==> src/rtl/picomips_ctrl_pkg.sv <==
// Shared types and defaults for the picoMIPS run sequencer.
// Optional build macro: RUN_TIMEOUT_EN (adds the LOAD/RUN watchdog).
package picomips_ctrl_pkg;

    typedef enum logic [1:0] {
        IDLE = 2'd0,
        LOAD = 2'd1,
        RUN  = 2'd2,
        DONE = 2'd3
    } state_e;

    localparam int DEF_DATA_W        = 8;
    localparam int DEF_DIV_W         = 12;
    localparam int DEF_DEB_TICKS     = 4;
    localparam int DEF_TIMEOUT_TICKS = 256;

    // Pattern shown on the LEDs when the watchdog aborts a run.
    localparam logic [DEF_DATA_W-1:0] LED_TIMEOUT_CODE = '1;

endpackage

==> src/rtl/picomips_run_ctrl_sw_debounce.sv <==
// Switch front end: 2-flop synchronisers on the enable and index switches,
// plus a tick-sampled debouncer producing a stable enable and edge pulses.
module sw_debounce
    import picomips_ctrl_pkg::*;
#(
    parameter int DATA_W    = DEF_DATA_W,
    parameter int DEB_TICKS = DEF_DEB_TICKS
) (
    input  logic              clk,
    input  logic              rst_n,
    input  logic              tick_i,
    input  logic              sw_en_i,
    input  logic [DATA_W-1:0] sw_data_i,
    output logic [DATA_W-1:0] data_sync_o,
    output logic              en_stable_o,
    output logic              en_rise_o,
    output logic              en_fall_o
);

    localparam int CNT_W = $clog2(DEB_TICKS + 1);

    logic [1:0]        en_sync_q;
    logic [DATA_W-1:0] data_meta_q;
    logic [DATA_W-1:0] data_sync_q;
    logic [CNT_W-1:0]  cnt_q;
    logic              en_stable_q;
    logic              rise_q;
    logic              fall_q;

    // Two-stage synchronisers for the asynchronous switch inputs.
    // NOTE: sequential state uses non-blocking (<=) so every flop samples pre-edge values.
    always_ff @(posedge clk or negedge rst_n) begin
        if (!rst_n) begin
            en_sync_q   <= '0;
            data_meta_q <= '0;
            data_sync_q <= '0;
        end else begin
            en_sync_q   <= {en_sync_q[0], sw_en_i};
            data_meta_q <= sw_data_i;
            data_sync_q <= data_meta_q;
        end
    end

    // Accept a new enable level after DEB_TICKS consecutive differing tick samples.
    always_ff @(posedge clk or negedge rst_n) begin
        if (!rst_n) begin
            cnt_q       <= '0;
            en_stable_q <= 1'b0;
            rise_q      <= 1'b0;
            fall_q      <= 1'b0;
        end else begin
            rise_q <= 1'b0;
            fall_q <= 1'b0;
            if (tick_i) begin
                if (en_sync_q[1] != en_stable_q) begin
                    if (cnt_q == CNT_W'(DEB_TICKS - 1)) begin
                        en_stable_q <= en_sync_q[1];
                        cnt_q       <= '0;
                        rise_q      <= en_sync_q[1];
                        fall_q      <= ~en_sync_q[1];
                    end else begin
                        cnt_q <= cnt_q + 1'b1;
                    end
                end else begin
                    cnt_q <= '0;
                end
            end
        end
    end

    assign data_sync_o = data_sync_q;
    assign en_stable_o = en_stable_q;
    assign en_rise_o   = rise_q;
    assign en_fall_o   = fall_q;

endmodule

==> src/rtl/picomips_run_ctrl.sv <==
// Run sequencer between board switches/LEDs and the picoMIPS core: debounced
// enable, latched index, slow CPU clock-enable, input/output handshakes and
// LED hold until the enable is released.
// Optional build macro: RUN_TIMEOUT_EN (watchdog; sets err and shows
// LED_TIMEOUT_CODE if LOAD/RUN last TIMEOUT_TICKS ticks).
module picomips_run_ctrl
    import picomips_ctrl_pkg::*;
#(
    parameter int DATA_W    = DEF_DATA_W,
    parameter int DIV_W     = DEF_DIV_W,
    parameter int DEB_TICKS = DEF_DEB_TICKS
`ifdef RUN_TIMEOUT_EN
    ,
    parameter int TIMEOUT_TICKS = DEF_TIMEOUT_TICKS
`endif
) (
    input  logic              fastclk,
    input  logic              rst_n,
    input  logic              sw_en,
    input  logic [DATA_W-1:0] sw_data,
    output logic              cpu_ce,
    output logic              cpu_run,
    output logic [DATA_W-1:0] cpu_in_data,
    output logic              cpu_in_valid,
    input  logic              cpu_in_ready,
    input  logic              cpu_out_valid,
    input  logic [DATA_W-1:0] cpu_out_data,
    output logic [DATA_W-1:0] led,
    output logic              busy,
    output logic              err
);

    logic [DIV_W-1:0]  div_q;
    logic              tick;
    logic [DATA_W-1:0] data_sync;
    logic              en_stable;
    logic              en_rise;
    logic              en_fall;
    state_e            state_q;
    logic [DATA_W-1:0] in_data_q;
    logic [DATA_W-1:0] led_q;

    // Free-running prescaler; tick marks the all-ones count.
    always_ff @(posedge fastclk or negedge rst_n) begin
        if (!rst_n) div_q <= '0;
        else        div_q <= div_q + 1'b1;
    end

    assign tick = &div_q;

    sw_debounce #(
        .DATA_W    (DATA_W),
        .DEB_TICKS (DEB_TICKS)
    ) u_sw_debounce (
        .clk         (fastclk),
        .rst_n       (rst_n),
        .tick_i      (tick),
        .sw_en_i     (sw_en),
        .sw_data_i   (sw_data),
        .data_sync_o (data_sync),
        .en_stable_o (en_stable),
        .en_rise_o   (en_rise),
        .en_fall_o   (en_fall)
    );

    assign cpu_run = (state_q == LOAD) || (state_q == RUN);
    assign cpu_ce  = tick && cpu_run;

`ifdef RUN_TIMEOUT_EN
    localparam int TO_W = $clog2(TIMEOUT_TICKS + 1);
    logic [TO_W-1:0] to_cnt_q;
    logic            err_q;
`endif

    // Sequencer FSM with registered index, LED and error outputs.
    always_ff @(posedge fastclk or negedge rst_n) begin
        if (!rst_n) begin
            state_q   <= IDLE;
            in_data_q <= '0;
            led_q     <= '0;
`ifdef RUN_TIMEOUT_EN
            to_cnt_q  <= '0;
            err_q     <= 1'b0;
`endif
        end else begin
            unique case (state_q)
                IDLE: if (en_rise) begin
                    in_data_q <= data_sync;
                    state_q   <= LOAD;
`ifdef RUN_TIMEOUT_EN
                    to_cnt_q  <= '0;
`endif
                end
                LOAD: if (cpu_ce && cpu_in_ready) state_q <= RUN;
                RUN: if (cpu_ce && cpu_out_valid) begin
                    led_q   <= cpu_out_data;
                    state_q <= DONE;
                end
                // Leave as soon as the debounced enable is low, whether it
                // fell during the run or falls while we wait here.
                DONE: if (en_fall || !en_stable) state_q <= IDLE;
                default: state_q <= IDLE;
            endcase
`ifdef RUN_TIMEOUT_EN
            if (en_rise) err_q <= 1'b0;
            // cpu_ce is exactly "a tick while in LOAD/RUN"; a real result on
            // the final tick still wins over the watchdog.
            if (cpu_ce) begin
                to_cnt_q <= to_cnt_q + 1'b1;
                if (to_cnt_q == TO_W'(TIMEOUT_TICKS - 1) &&
                    !(state_q == RUN && cpu_out_valid)) begin
                    led_q   <= DATA_W'(LED_TIMEOUT_CODE);
                    err_q   <= 1'b1;
                    state_q <= DONE;
                end
            end
`endif
        end
    end

    assign cpu_in_valid = (state_q == LOAD);
    assign cpu_in_data  = in_data_q;
    assign led          = led_q;
    assign busy         = (state_q != IDLE);
`ifdef RUN_TIMEOUT_EN
    assign err          = err_q;
`else
    assign err          = 1'b0;
`endif

endmodule

==> config.mk <==
export PLATFORM = sky130hd
export DESIGN_NAME = picomips_run_ctrl
export DESIGN_NICKNAME = d
export VERILOG_FILES = /design/src/rtl/picomips_ctrl_pkg.sv /design/src/rtl/picomips_run_ctrl_sw_debounce.sv /design/src/rtl/picomips_run_ctrl.sv
export SDC_FILE = /design/constraint.sdc
export NUM_CORES = 1
export LEC_CHECK = 0
export BUFFER_PORTS_ARGS = -buffer_cell sky130_fd_sc_hd__buf_2
export CORE_MARGIN = 5
export CORE_UTILIZATION = 50
export CTS_CLUSTER_DIAMETER = 50
export CTS_CLUSTER_SIZE = 30
export DETAILED_ROUTE_END_ITERATION = 8
export GPL_TIMING_DRIVEN = 0
export PLACE_DENSITY = 0.72
export SYNTH_ARGS = -nofsm -noshare
export SYNTH_HDL_FRONTEND = slang
export SYNTH_HIERARCHICAL = 1
export SYNTH_SLANG_ARGS = --single-unit
==> constraint.sdc <==
create_clock -name fastclk -period 2.85 [get_ports fastclk]
set_clock_uncertainty 0.05 [all_clocks]
set_input_delay 0.1425 -clock fastclk [delete_from_list [all_inputs] [get_ports fastclk]]
set_output_delay 0.1425 -clock fastclk [all_outputs]
set_load 0.01 [all_outputs]
==> results.tsv, run 1 <==
metric	value	unit
status	complete, no violations	
pre_cts_ws	740	ps
final_layout_size_suffix_gt1_share	37.6	%
fin_setup_tns	0	ps
leakagePower	1.32	nW
grt_max_degree	55	
synthCells	140	
netlist_area	2100	um^2
fin_ws	735	ps
rrSetupSlack	740	ps
grt_pass1_wl	6270	um
synth.most_common_cell	dfrtp_1	
finalWirelength	3600	um
worst_pin_slew	1120	ps
diodes	0	
clk-insertion-delay-late	290	ps
synth_edf_count	0	
cp-startpoint	div_q[0]$_DFF_PN0_	
syn_area_per_cell	15.0	um^2
layout_min_cycle_time	2110	ps
synth.distinct_cells	34	
ys_top_cells_by_area	dfrtp_1 (64%), mux2_2 (8.6%), ha_1 (4.2%)	
r2r_start	div_q[0]$_DFF_PN0_	
setup_viol	0	
clock_sinks	54	
drt_iter0_drc	34	
die-area	5590	um^2
start_util	52.0	%
rr_endpoint	u_sw_debounce/en_stable_o$_DFFE_PN0P_	
overflow	0	
cts-root-buf	clkbuf_8	
area_growth	20.9	%
synth_common_cells	dfrtp_1 (54), mux2_2 (16), inv_1 (8)	
viasPerCell	4.96	
netlist.area_leader.share	64.4	%
reg2reg_depth	5	
ys_seq_elements	54	
numCtsBuffers	5	
endpoint	u_sw_debounce/en_stable_o$_DFFE_PN0P_	
grt_most_used_layer	met2	
yosys_warnings	6	
hold_class	primary input to async pin	
routedWlPerCell	14.6	um
ant_nets	0	
die_w	74.8	um
grt_antenna_before_repair	0	
num-fill-cells	328	
vias	1225	
synth_async_sr_flop_share	100	%
dp_hpwl	2710	um
cp-end-kind	flop	
ys.flop_type	dfrtp_1	
syn_nets	168	
post_cts_buffers	0	
synth_seq_area_share	64.4	%
arrival	2250	ps
h-tree-depth	2	
cap_violations	0	
holdWs	7.27	ps
met1_usage	17.5	%
die_h	74.8	um
globalplace.congestion	0.675	
clk_pin_slew	90	ps
cts.repair.resized	0	
ioPinCount	42	
grt_use_met2	26.8	%
hold_viol_final	0	
rows	23	
ir_drop	0.340	mV
cts_tree	built	
synth_top_area_cell	dfrtp_1	
startpoint_type	flop	
finalMaxSlewViolations	0	
maxSlewHeadroom	25.2	%
rsz0062_at_grt	false	
firstDrtPassIters	2	
grtUsageMet3	3.34	%
portBuffers	40	
core_area	4030	um^2
grtUsageTotal	15.1	%
worst-path-max-fanout	7	
final.period_utilization	74.2	%
power_density	481	nW/um^2
grt_pass1_vias	1369	
nets	224	
crit_type	flop to flop	
fmax	0.473	GHz
route.detailed.drc	0	
required	2990	ps
cts_buffer_depth	2	
critical path, cell delays in order (launching register included):
cell and delay, ps:
dfrtp_1 400, ha_1 210, nand3_2 200, nor3_1 630
nand3b_2 200, mux2_2 310
flip-flops by register name (all words and copies together), names as in the netlist:
| register | cells |
|---|---|
| div_q | 12 |
| cpu_in_data | 8 |
| led | 8 |
| u_sw_debounce/data_meta_q | 8 |
| u_sw_debounce/data_sync_o | 8 |
| u_sw_debounce/cnt_q | 3 |
| state_q | 2 |
| u_sw_debounce/en_sync_q | 2 |
| u_sw_debounce/en_fall_o | 1 |
| u_sw_debounce/en_rise_o | 1 |
| u_sw_debounce/en_stable_o | 1 |
worst min-delay path by stage:
stage                     cells past startpoint  slack (ps)                                      to
after floorplan                               0        -200              cpu_in_data[0]$_DFFE_PN0P_
after global placement                        1         200  u_sw_debounce/data_meta_q[0]$_DFF_PN0_
final                                         1           7                     div_q[11]$_DFF_PN0_
after global routing                          2           4                      led[5]$_DFFE_PN0P_
after detailed placement                      1         200  u_sw_debounce/data_meta_q[1]$_DFF_PN0_
after CTS                                     2          10                      led[5]$_DFFE_PN0P_
report_power, final:
part / switching [mW] / total, mW / internal, mW
Sequential: 0.00376 / 0.782 / 0.778
Clock: 0.226 / 0.399 / 0.173
Combinational: 0.0202 / 0.0395 / 0.0193
cell type report:
cell class,count,area (um^2),area share (%)
Sequential cell,54,1350,53.3
Multi-Input combinational cell,77,708,27.9
Timing Repair Buffer,49,290,11.4
Clock buffer,6,72.6,2.86
Tap cell,50,62.6,2.47
Inverter,8,30.0,1.18
Clock inverter,2,13.8,0.543
Buffer,1,7.51,0.296
routing by layer:
metal	vias up	wire length, um
li1	584	-
met3	4	155
met1	609	1430
met4	0	38
met5	-	0
met2	28	1980
cells in the final DEF, fill, tap and decap left out, drive strengths merged, types with 2 or more instances in the layout:
cell type / instances
buf: 41
clkbuf: 6
clkinv: 2
dfrtp: 54
dlygate4sd3: 9
ha: 7
inv: 8
mux2: 17
nand2: 6
nand2b: 2
nand3: 5
nand3b: 2
nand4: 4
nor2: 7
nor3b: 2
o41ai: 2
xnor2: 5
xor2: 6
repair_timing:
action                                  CTS  global route
hold endpoints to repair                  9             0
hold buffers                              9             0
endpoints found under the setup margin    0             0
metrics by stage:
| stage | instances | power, mW | util (%) | cell area (um^2) |
|---|---|---|---|---|
| 3_5_place_dp | 230 | 0.829 | 58.6 | 2360 |
| 3_3_place_gp | 230 | 0.826 | 58.6 | 2360 |
| 5_1_grt | 247 | 1.28 | 63.0 | 2540 |
| 4_1_cts | 247 | 1.24 | 63.0 | 2540 |
| 2_1_floorplan | 140 | 0.799 | - | 2100 |
| 6_report | 247 | 1.22 | 63.0 | 2540 |
cells by family (layout without fill, tap and decap cells):
group / after synthesis / after routing / share of synthesized area [%]
other: 1 / 1 / 0.179
AOI/OAI and AO/OA: 7 / 7 / 3.94
adders and majority gates: 7 / 7 / 4.18
DFF: 54 / 54 / 64.4
muxes: 18 / 18 / 9.78
and+or+nand+nor: 33 / 33 / 11.1
xor gates and xnor gates: 11 / 11 / 4.59
buffers and inverters: 9 / 66 / 1.79
Note: power is estimated with default switching activity, not from simulation.
==> run 2: changes to the inputs <==
==> constraint.sdc (replaced) <==
create_clock -name fastclk -period 2.15 [get_ports fastclk]
set_clock_uncertainty 0.05 [all_clocks]
set_input_delay 0.1075 -clock fastclk [delete_from_list [all_inputs] [get_ports fastclk]]
set_output_delay 0.1075 -clock fastclk [all_outputs]
set_load 0.01 [all_outputs]
==> results.tsv, run 2 (synthesized netlist as in run 1, its figures left out) <==
metric	value	unit	change
status	finished with violations		was complete, no violations
violations	hold timing		
leakagePower	1.36	nW	was 1.32 nW
drt_iter0_drc	27		was 34
h-tree-depth	2		unchanged
core_area	4030	um^2	unchanged
grt_max_degree	55		unchanged
globalplace.congestion	0.675		unchanged
utilization	65.1	%	was 63.0%
firstDrtPassIters	2		unchanged
arrival	2030	ps	was 2250 ps
portBuffers	40		unchanged
grt_pass1_vias	1394		was 1369
final.period_utilization	87.9	%	was 74.2%
grtUsageTotal	15.6	%	was 15.1%
crit_type	flop to flop		unchanged
dp.cells	230		unchanged
cts-root-buf	clkbuf_8		unchanged
largest_reg_flops	12		unchanged
cp-end-kind	flop		unchanged
die_w	74.8	um	unchanged
layout_min_cycle_time	1890	ps	was 2110 ps
rsz0062_at_grt	false		unchanged
ant_nets	0		unchanged
cap_violations	0		unchanged
numCtsBuffers	5		unchanged
holdWs	-28.7	ps	was 7.27 ps
die_h	74.8	um	unchanged
required	2290	ps	was 2990 ps
stdcell_count	255		was 247
start_util	52.0	%	unchanged
hold_class	primary input to async pin		unchanged
grt_pass1_wl	6450	um	was 6270 um
rows	23		unchanged
viasPerCell	4.88		was 4.96
worst_pin_slew	1120	ps	about the same
ioPinCount	42		unchanged
area_growth	25.0	%	was 20.9%
nets	232		was 224
power_density	622	nW/um^2	was 481 nW/um^2
cts_tree	built		unchanged
dp_hpwl	2710	um	unchanged
clk-insertion-delay-late	290	ps	about the same
die-area	5590	um^2	unchanged
cts_buffer_depth	2		unchanged
final_layout_size_suffix_gt1_share	36.6	%	was 37.6%
finalMaxSlewViolations	0		unchanged
reg2reg_depth	5		unchanged
clk_pin_slew	90	ps	about the same
r2r_start	div_q[0]$_DFF_PN0_		unchanged
diodes	0		unchanged
vias	1244		was 1225
top_register	div_q		unchanged
hold_viol_final	54		was 0
final_common_cell	dfrtp_1		unchanged
cp-startpoint	div_q[0]$_DFF_PN0_		unchanged
worst-path-max-fanout	7		unchanged
total_power	1.63	mW	was 1.22 mW
setup_viol	0		unchanged
mostFrequentLayoutCells	dfrtp_1 (54), buf_2 (40), dlygate4sd3_1 (17), mux2_2 (16), inv_1 (8)		was dfrtp_1 (54), buf_2 (40), mux2_2 (16), dlygate4sd3_1 (9), inv_1 (8)
fin_ws	261	ps	was 735 ps
place_area	2360	um^2	unchanged
fmax	0.529	GHz	was 0.473 GHz
endpoint	u_sw_debounce/en_stable_o$_DFFE_PN0P_		unchanged
maxSlewHeadroom	25.6	%	was 25.2%
startpoint_type	flop		unchanged
rr_endpoint	u_sw_debounce/en_stable_o$_DFFE_PN0P_		unchanged
overflow	0		unchanged
fin_setup_tns	0	ps	unchanged
fin_area	2620	um^2	was 2540 um^2
routedWlPerCell	14.3	um	was 14.6 um
pre_cts_ws	40.3	ps	was 740 ps
ir_drop	0.455	mV	was 0.340 mV
route.detailed.drc	0		unchanged
rrSetupSlack	260	ps	was 740 ps
grt_antenna_before_repair	0		unchanged
finalWirelength	3660	um	was 3600 um
clock_sinks	54		unchanged
==> run 2: final cells by class <==
type	count	area, um^2
well taps	50	62.6
plain buffers	1	7.51
multi-input cells	77	713
clock buffers	6	72.6
flip-flops and latches	54	1350
fillers	315	1410
repair buffers	57	370
inverters	8	30.0
clock inverters	2	13.8
==> run 2: critical path, stage by stage (launching register included) <==
cell	delay (ps)
dfrtp_1	400
ha_1	210
nand3_2	210
nor3_2	430
nand3b_2	170
mux2_2	300
==> run 2: how the worst min path moves through the flow <==
stage	cells after the start	end	slack, ps	startpoint
after global routing	1	div_q[11]$_DFF_PN0_	80	rst_n
final	1	div_q[11]$_DFF_PN0_	-30	rst_n
after CTS	1	div_q[7]$_DFF_PN0_	6	rst_n
after detailed placement	1	u_sw_debounce/data_meta_q[1]$_DFF_PN0_	170	sw_data[1]
after floorplan	0	cpu_in_data[0]$_DFFE_PN0P_	-240	rst_n
after global placement	1	u_sw_debounce/data_meta_q[0]$_DFF_PN0_	170	sw_data[0]
==> run 2: timing repair <==
action                                  CTS  global route
buffers inserted                          0             0
hold endpoints to repair                 17             0
gates resized for setup                   0             1
hold buffers                             17             0
endpoints found under the setup margin    0             5
==> run 2: report_power, final <==
part           leakage (nW)  switching [mW]  internal [mW]  total, mW
combinational         0.612          0.0285         0.0350     0.0634
clock                0.0452           0.299          0.230      0.529
sequential            0.698         0.00507           1.03       1.04
==> run 2: metal layers <==
metal,GRT usage (%),routed length (um),up-vias
li1,-,-,600
met1,17.5,1420,612
met2,28.0,2020,28
met3,3.74,178,4
met4,6.92,38,0
met5,0,0,-
